[config.mk]
export PLATFORM = sky130hd
export DESIGN_NAME = spi_master_ctrl
export DESIGN_NICKNAME = d
export VERILOG_FILES = /design/src/rtl/spi_pkg.sv /design/src/rtl/spi_shift_reg.sv /design/src/rtl/spi_master_ctrl.sv
export SDC_FILE = /design/constraint.sdc
export NUM_CORES = 1
export LEC_CHECK = 0
export CAP_MARGIN = 25
export CELL_PAD_IN_SITES_DETAIL_PLACEMENT = 0
export CELL_PAD_IN_SITES_GLOBAL_PLACEMENT = 1
export CORE_ASPECT_RATIO = 1.1
export CORE_MARGIN = 4
export CORE_UTILIZATION = 38
export CTS_CLUSTER_DIAMETER = 200
export DETAILED_ROUTE_END_ITERATION = 16
export GPL_TIMING_DRIVEN = 0
export PLACE_DENSITY_LB_ADDON = 0.1
export SYNTH_ARGS = -nofsm -noshare
export SYNTH_HDL_FRONTEND = slang
export SYNTH_HIERARCHICAL = 1
export SYNTH_SLANG_ARGS = --single-unit
[constraint.sdc]
create_clock -name clk -period 2.11 [get_ports clk]
set_clock_uncertainty 0.1 [all_clocks]
set_input_delay 0.633 -clock clk [delete_from_list [all_inputs] [get_ports clk]]
set_output_delay 0.633 -clock clk [all_outputs]
set_load 0.03 [all_outputs]
[src/rtl/spi_pkg.sv]
// Shared command codes, FSM state type and frame header width for the SPI master.
package spi_pkg;

  localparam logic [1:0] CMD_WR_ADDR = 2'b00;
  localparam logic [1:0] CMD_WR_DATA = 2'b01;
  localparam logic [1:0] CMD_RD_ADDR = 2'b10;
  localparam logic [1:0] CMD_RD_DATA = 2'b11;

  localparam int FRAME_HDR_W = 3;

  typedef enum logic [2:0] {
    IDLE,
    START,
    SHIFT,
    WAIT,
    CAPTURE,
    FINISH
  } state_t;

endpackage

[src/rtl/spi_shift_reg.sv]
// Parallel-load shift register: shifts toward the MSB, new bits enter at the LSB.
module spi_shift_reg #(
  parameter int W = 8
) (
  input  logic         clk,
  input  logic         rst_n,
  input  logic         load,
  input  logic [W-1:0] load_val,
  input  logic         shift_en,
  input  logic         sin,
  output logic [W-1:0] q
);

  always_ff @(posedge clk or negedge rst_n) begin
    if (!rst_n) begin
      q <= '0;
    end else if (load) begin
      q <= load_val;
    end else if (shift_en) begin
      q <= {q[W-2:0], sin};
    end
  end

endmodule

[src/rtl/spi_master_ctrl.sv]
// SPI master: one request per frame, MSB-first serialisation on MOSI, MISO capture for read-data.
// Handshake: a request is taken when req_valid && req_ready at a rising edge; req_ready is high only in IDLE.
module spi_master_ctrl import spi_pkg::*; #(
  parameter int DATA_W   = 8,
  parameter int READ_LAT = 2
) (
  input  logic                          clk,
  input  logic                          rst_n,
  input  logic                          req_valid,
  input  logic [1:0]                    req_cmd,
  input  logic [DATA_W-1:0]             req_data,
  output logic                          req_ready,
  output logic                          rsp_valid,
  output logic [DATA_W-1:0]             rsp_rdata,
  output logic                          SS_n,
  output logic                          MOSI,
  input  logic                          MISO,
  output state_t                        dbg_state,
  output logic [FRAME_HDR_W+DATA_W-1:0] dbg_tx
);

  localparam int FRAME_W = FRAME_HDR_W + DATA_W;
  localparam int CNT_MAX = (READ_LAT > FRAME_W) ? READ_LAT : FRAME_W;
  localparam int CNT_W   = $clog2(CNT_MAX + 1);

  if (READ_LAT < 0 || READ_LAT > 15) begin : g_bad_read_lat
    $error("spi_master_ctrl: READ_LAT must be in 0..15");
  end

  state_t              state, state_nx;
  logic [CNT_W-1:0]    cnt;
  logic [1:0]          cmd_q;
  logic [DATA_W-1:0]   rdata_q;
  logic [FRAME_W-1:0]  tx_q;
  logic [DATA_W-1:0]   rx_q;
  logic                accept;

  assign accept = req_valid && (state == IDLE);

  // The first frame bit is the slave's read/write select, so cmd[1] leads twice.
  spi_shift_reg #(.W(FRAME_W)) u_tx (
    .clk      (clk),
    .rst_n    (rst_n),
    .load     (accept),
    .load_val ({req_cmd[1], req_cmd, req_data}),
    .shift_en (state == SHIFT),
    .sin      (1'b0),
    .q        (tx_q)
  );

  spi_shift_reg #(.W(DATA_W)) u_rx (
    .clk      (clk),
    .rst_n    (rst_n),
    .load     (1'b0),
    .load_val ('0),
    .shift_en (state == CAPTURE),
    .sin      (MISO),
    .q        (rx_q)
  );

  always_ff @(posedge clk or negedge rst_n) begin
    if (!rst_n) begin
      state <= IDLE;
    end else begin
      state <= state_nx;
    end
  end

  always_comb begin
    state_nx = state;
    unique case (state)
      IDLE:    if (req_valid) state_nx = START;
      START:   state_nx = SHIFT;
      SHIFT:   if (cnt == '0) begin
                 if (cmd_q == CMD_RD_DATA) state_nx = (READ_LAT > 0) ? WAIT : CAPTURE;
                 else                      state_nx = FINISH;
               end
      WAIT:    if (cnt == '0) state_nx = CAPTURE;
      CAPTURE: if (cnt == '0) state_nx = FINISH;
      FINISH:  state_nx = IDLE;
      default: state_nx = IDLE;
    endcase
  end

  always_comb begin
    SS_n      = 1'b1;
    MOSI      = 1'b0;
    req_ready = 1'b0;
    rsp_valid = 1'b0;
    unique case (state)
      IDLE:                 req_ready = 1'b1;
      START, WAIT, CAPTURE: SS_n = 1'b0;
      SHIFT:   begin
                 SS_n = 1'b0;
                 MOSI = tx_q[FRAME_W-1];
               end
      FINISH:               rsp_valid = 1'b1;
      default: ;
    endcase
  end

  // Counter is loaded with (cycles-1) on entry to each timed state, then counts down to 0.
  always_ff @(posedge clk or negedge rst_n) begin
    if (!rst_n) begin
      cnt <= '0;
    end else if (state != state_nx) begin
      unique case (state_nx)
        SHIFT:   cnt <= CNT_W'(FRAME_W - 1);
        WAIT:    cnt <= CNT_W'(READ_LAT - 1);
        CAPTURE: cnt <= CNT_W'(DATA_W - 1);
        default: cnt <= '0;
      endcase
    end else if (cnt != '0) begin
      cnt <= cnt - 1'b1;
    end
  end

  always_ff @(posedge clk or negedge rst_n) begin
    if (!rst_n) begin
      cmd_q   <= '0;
      rdata_q <= '0;
    end else begin
      if (accept) cmd_q <= req_cmd;
      if (state == FINISH && cmd_q == CMD_RD_DATA) rdata_q <= rx_q;
    end
  end

  // During a read-data FINISH the fresh capture is presented directly; otherwise the held byte.
  assign rsp_rdata = (state == FINISH && cmd_q == CMD_RD_DATA) ? rx_q : rdata_q;

  assign dbg_state = state;
  assign dbg_tx    = tx_q;

endmodule

==> impl_metrics.yaml <==
outcome:
  status: "finished, violations left"
  violations: "setup timing"
global_routing:
  grt_pass1_wl_um: 7040
  grt_pass1_vias: 1493
  grt_use_met2_pct: 26.5
  use_met3_pct: 3.78
  overflow: 0
  grt_max_degree: 37
  grt-busiest-layer: "met2"
  grtUsageTotal_pct: 15.5
  met1_usage_pct: 18.8
  antenna_found_initial: 0
route:
  first_pass_iters: 4
  drt_wl_total_um: 3970
  drc: 0
  dr.first_iter.drc_count: 77
  dr_total_vias: 1449
  detail-route-antenna-nets: 0
  post_drt_via_cell_ratio: 4.88
  post_drt_wl_per_cell_um: 13.4
sta:
  setup_viol: 10
  maxSlewViolCount: 0
  hold_slack_ns: 0.326
  worst_pin_slew_ns: 0.825
  hold_viol_final: 0
  tns_ns: -2.68
  grt_setup_unrepaired: "yes"
  max-slew-margin-rel_pct: 45.0
  max_freq_ghz: 0.410
  fin_crit_ns: 2.44
  post-route-period-util_pct: 116
  worst_slack_ns: -0.328
die:
  die-area_sq_um: 5790
  coreArea_sq_um: 4380
  rows: 25
  ioPinCount: 40
  fp.dieH_um: 79.4
  start_util_pct: 40.3
  die_x_um: 72.9
synthesis:
  synthFlopType: "dfrtp_1"
  syn_area_sq_um: 1760
  synth_edf_count: 0
  syn_area_per_cell_sq_um: 10.5
  postSynthCellCount: 168
  yosysWarningCount: 6
  synth_xor_area_share_pct: 0.994
  synthAdderAreaFrac_pct: 0.710
  synth_compound_area_share_pct: 11.8
  ys_types: 33
  ys_seq_area_share_pct: 51.1
  yosys.area_share.simple_pct: 12.8
  synth_top_family_by_area: "multiplexers"
  synth_seq_cells: 36
  synth.area.mux_share_pct: 17.2
  synthArstFlopShare_pct: 100
cts:
  clk_latency_ns: 0.29
  clockRootBuffer: "clkbuf_8"
  numCtsBuffers: 5
  cts_tree: "done"
  htreeDepth: 2
  clock_sinks: 36
  clkTransAtPathRegs_ns: 0.08
  ctsHoldBuffers: 0
  cts_buffer_depth: 2
pwr:
  power_mw: 4.26
  irDropWorstVdd_mv: 0.740
  leakagePower_nw: 1.23
  pwr_density_cell_nw_per_um2: 1650
finish:
  multiInputGateArea_sq_um: 901
  fin_util_pct: 59.1
  antennaDiodeCount: 0
  layout-drive-gt1-share_pct: 26.3
  fill_cells: 375
  fin_nets: 257
  register_area_sq_um: 905
  area_growth_pct: 46.8
flow_run:
  drv_cap: 0
critical_path:
  start_kind: "flip-flop"
  crit_family: "flip-flops"
  crit_path_end_kind: "primary output"
  crit_fanout: 8
  crit_path_max_incr_delay_ns: 0.42
  crit_path_cell_trace: "inv_4 -> nor4_4 -> buf_6 -> mux2_4 -> buf_6"
  worstPathRequired_ns: 1.38
  critical_path_arrival_ns: 1.70
  crit_top_cell: "buf_6"
  critical_path.slowest_cell: "dfrtp_2"
  crit_type: "flip-flop to primary output"
  crit_buf_inv: 3
hold_path:
  hold_path_class: "input pin to asynchronous set/reset pin"
place:
  portBuffers: 39
  place.gp.congestion: 0.726
  hpwl_um: 2770
-- report_power, final --
| part | switching [mW] | internal (mW) | leakage (nW) |
|---|---|---|---|
| combinational | 1.38 | 1.21 | 0.731 |
| clock | 0.238 | 0.266 | 0.0455 |
| sequential | 0.191 | 0.981 | 0.451 |
-- state kept, by name, indices dropped and copies added, names as in the netlist --
register   flops
cnt            4
rdata_q        8
dbg_state      3
cmd_q          2
u_rx/q         8
u_tx/q        11
-- cell type report --
| cell class | count | share of cell area [%] |
|---|---|---|
| Clock buffer | 8 | 3.48 |
| Multi-Input combinational cell | 132 | 34.8 |
| Inverter | 6 | 1.26 |
| Buffer | 9 | 2.80 |
| Sequential cell | 36 | 34.9 |
| Tap cell | 54 | 2.61 |
| Timing Repair Buffer | 52 | 20.1 |
-- metal layers --
| metal | up-vias | wire, um |
|---|---|---|
| met5 | - | 0 |
| li1 | 714 | - |
| met1 | 697 | 1680 |
| met4 | 0 | 58 |
| met2 | 32 | 2040 |
| met3 | 6 | 200 |
-- cells in the mapped netlist (2+ instances only) --
cell type / number / area (sq um)
dfrtp_1: 36 / 901
buf_6: 4 / 45.0
nand2b_1: 2 / 12.5
nand2_1: 24 / 90.1
nor2_1: 8 / 30.0
nor3_1: 5 / 25.0
xnor2_1: 2 / 17.5
a21oi_1: 5 / 25.0
mux2i_1: 19 / 190
inv_1: 5 / 18.8
a22oi_1: 2 / 15.0
and2_1: 2 / 12.5
mux2_2: 10 / 113
o21ai_1: 18 / 90.1
o21ai_0: 6 / 30.0
buf_2: 3 / 15.0
-- worst reg2reg max path, cell delays in order, from the launching register on --
cell,delay (ns)
dfrtp_2,0.37
buf_6,0.12
buf_6,0.10
buf_4,0.11
or3b_2,0.47
inv_1,0.11
buf_6,0.15
mux2i_1,0.21
o21ai_1,0.08
-- worst paths after layout --
path / startpoint / endpoint / slack (ns) / depth (start not counted)
min reg2reg: rdata_q[6] / rdata_q[6] / 0.40 / 1
min: rst_n / cnt[1] / 0.33 / 1
max in group asynchronous: rst_n / dbg_state[1] / 1.00 / 1
max reg2reg: dbg_state[2] / u_rx/q[6] / 0.17 / 8
min in group clk: rdata_q[6] / rdata_q[6] / 0.40 / 1
max: dbg_state[0] / rsp_rdata[7] / -0.33 / 5
-- through the flow --
stage | cells | cell area [sq um] | worst slack (ns)
after CTS | 296 | 2560 | -0.359
after floorplan | 183 | 1840 | -0.155
after global routing | 297 | 2590 | -0.388
final | 297 | 2590 | -0.328
after detailed placement | 276 | 2290 | -0.727
after global placement | 276 | 2300 | -0.723
-- placed cells by master, fill, tap and decap left out, drive strengths merged, types with 9 or more instances in the layout --
cell / Yosys / final
buf: 7 / 34
clkbuf: 2 / 9
clkdlybuf4s50: 0 / 17
conb: 1 / 16
dfrtp: 36 / 36
mux2: 10 / 10
mux2i: 19 / 19
nand2: 24 / 24
o21ai: 24 / 24
-- cells by family after synthesis --
kind of cell / Yosys count
xor+xnor: 2
buf+inv: 15
flops: 36
other cells: 1
compound gates: 37
simple gates: 47
fa+ha+maj: 1
mux: 29
-- what timing repair did --
action / CTS / global route
endpoints found under the setup margin: 13 / 35
gates resized for setup: 106 / 13
pin swaps: 4 / 3
buffers inserted: 12 / 2
Note: power is estimated with default switching activity, not from simulation.
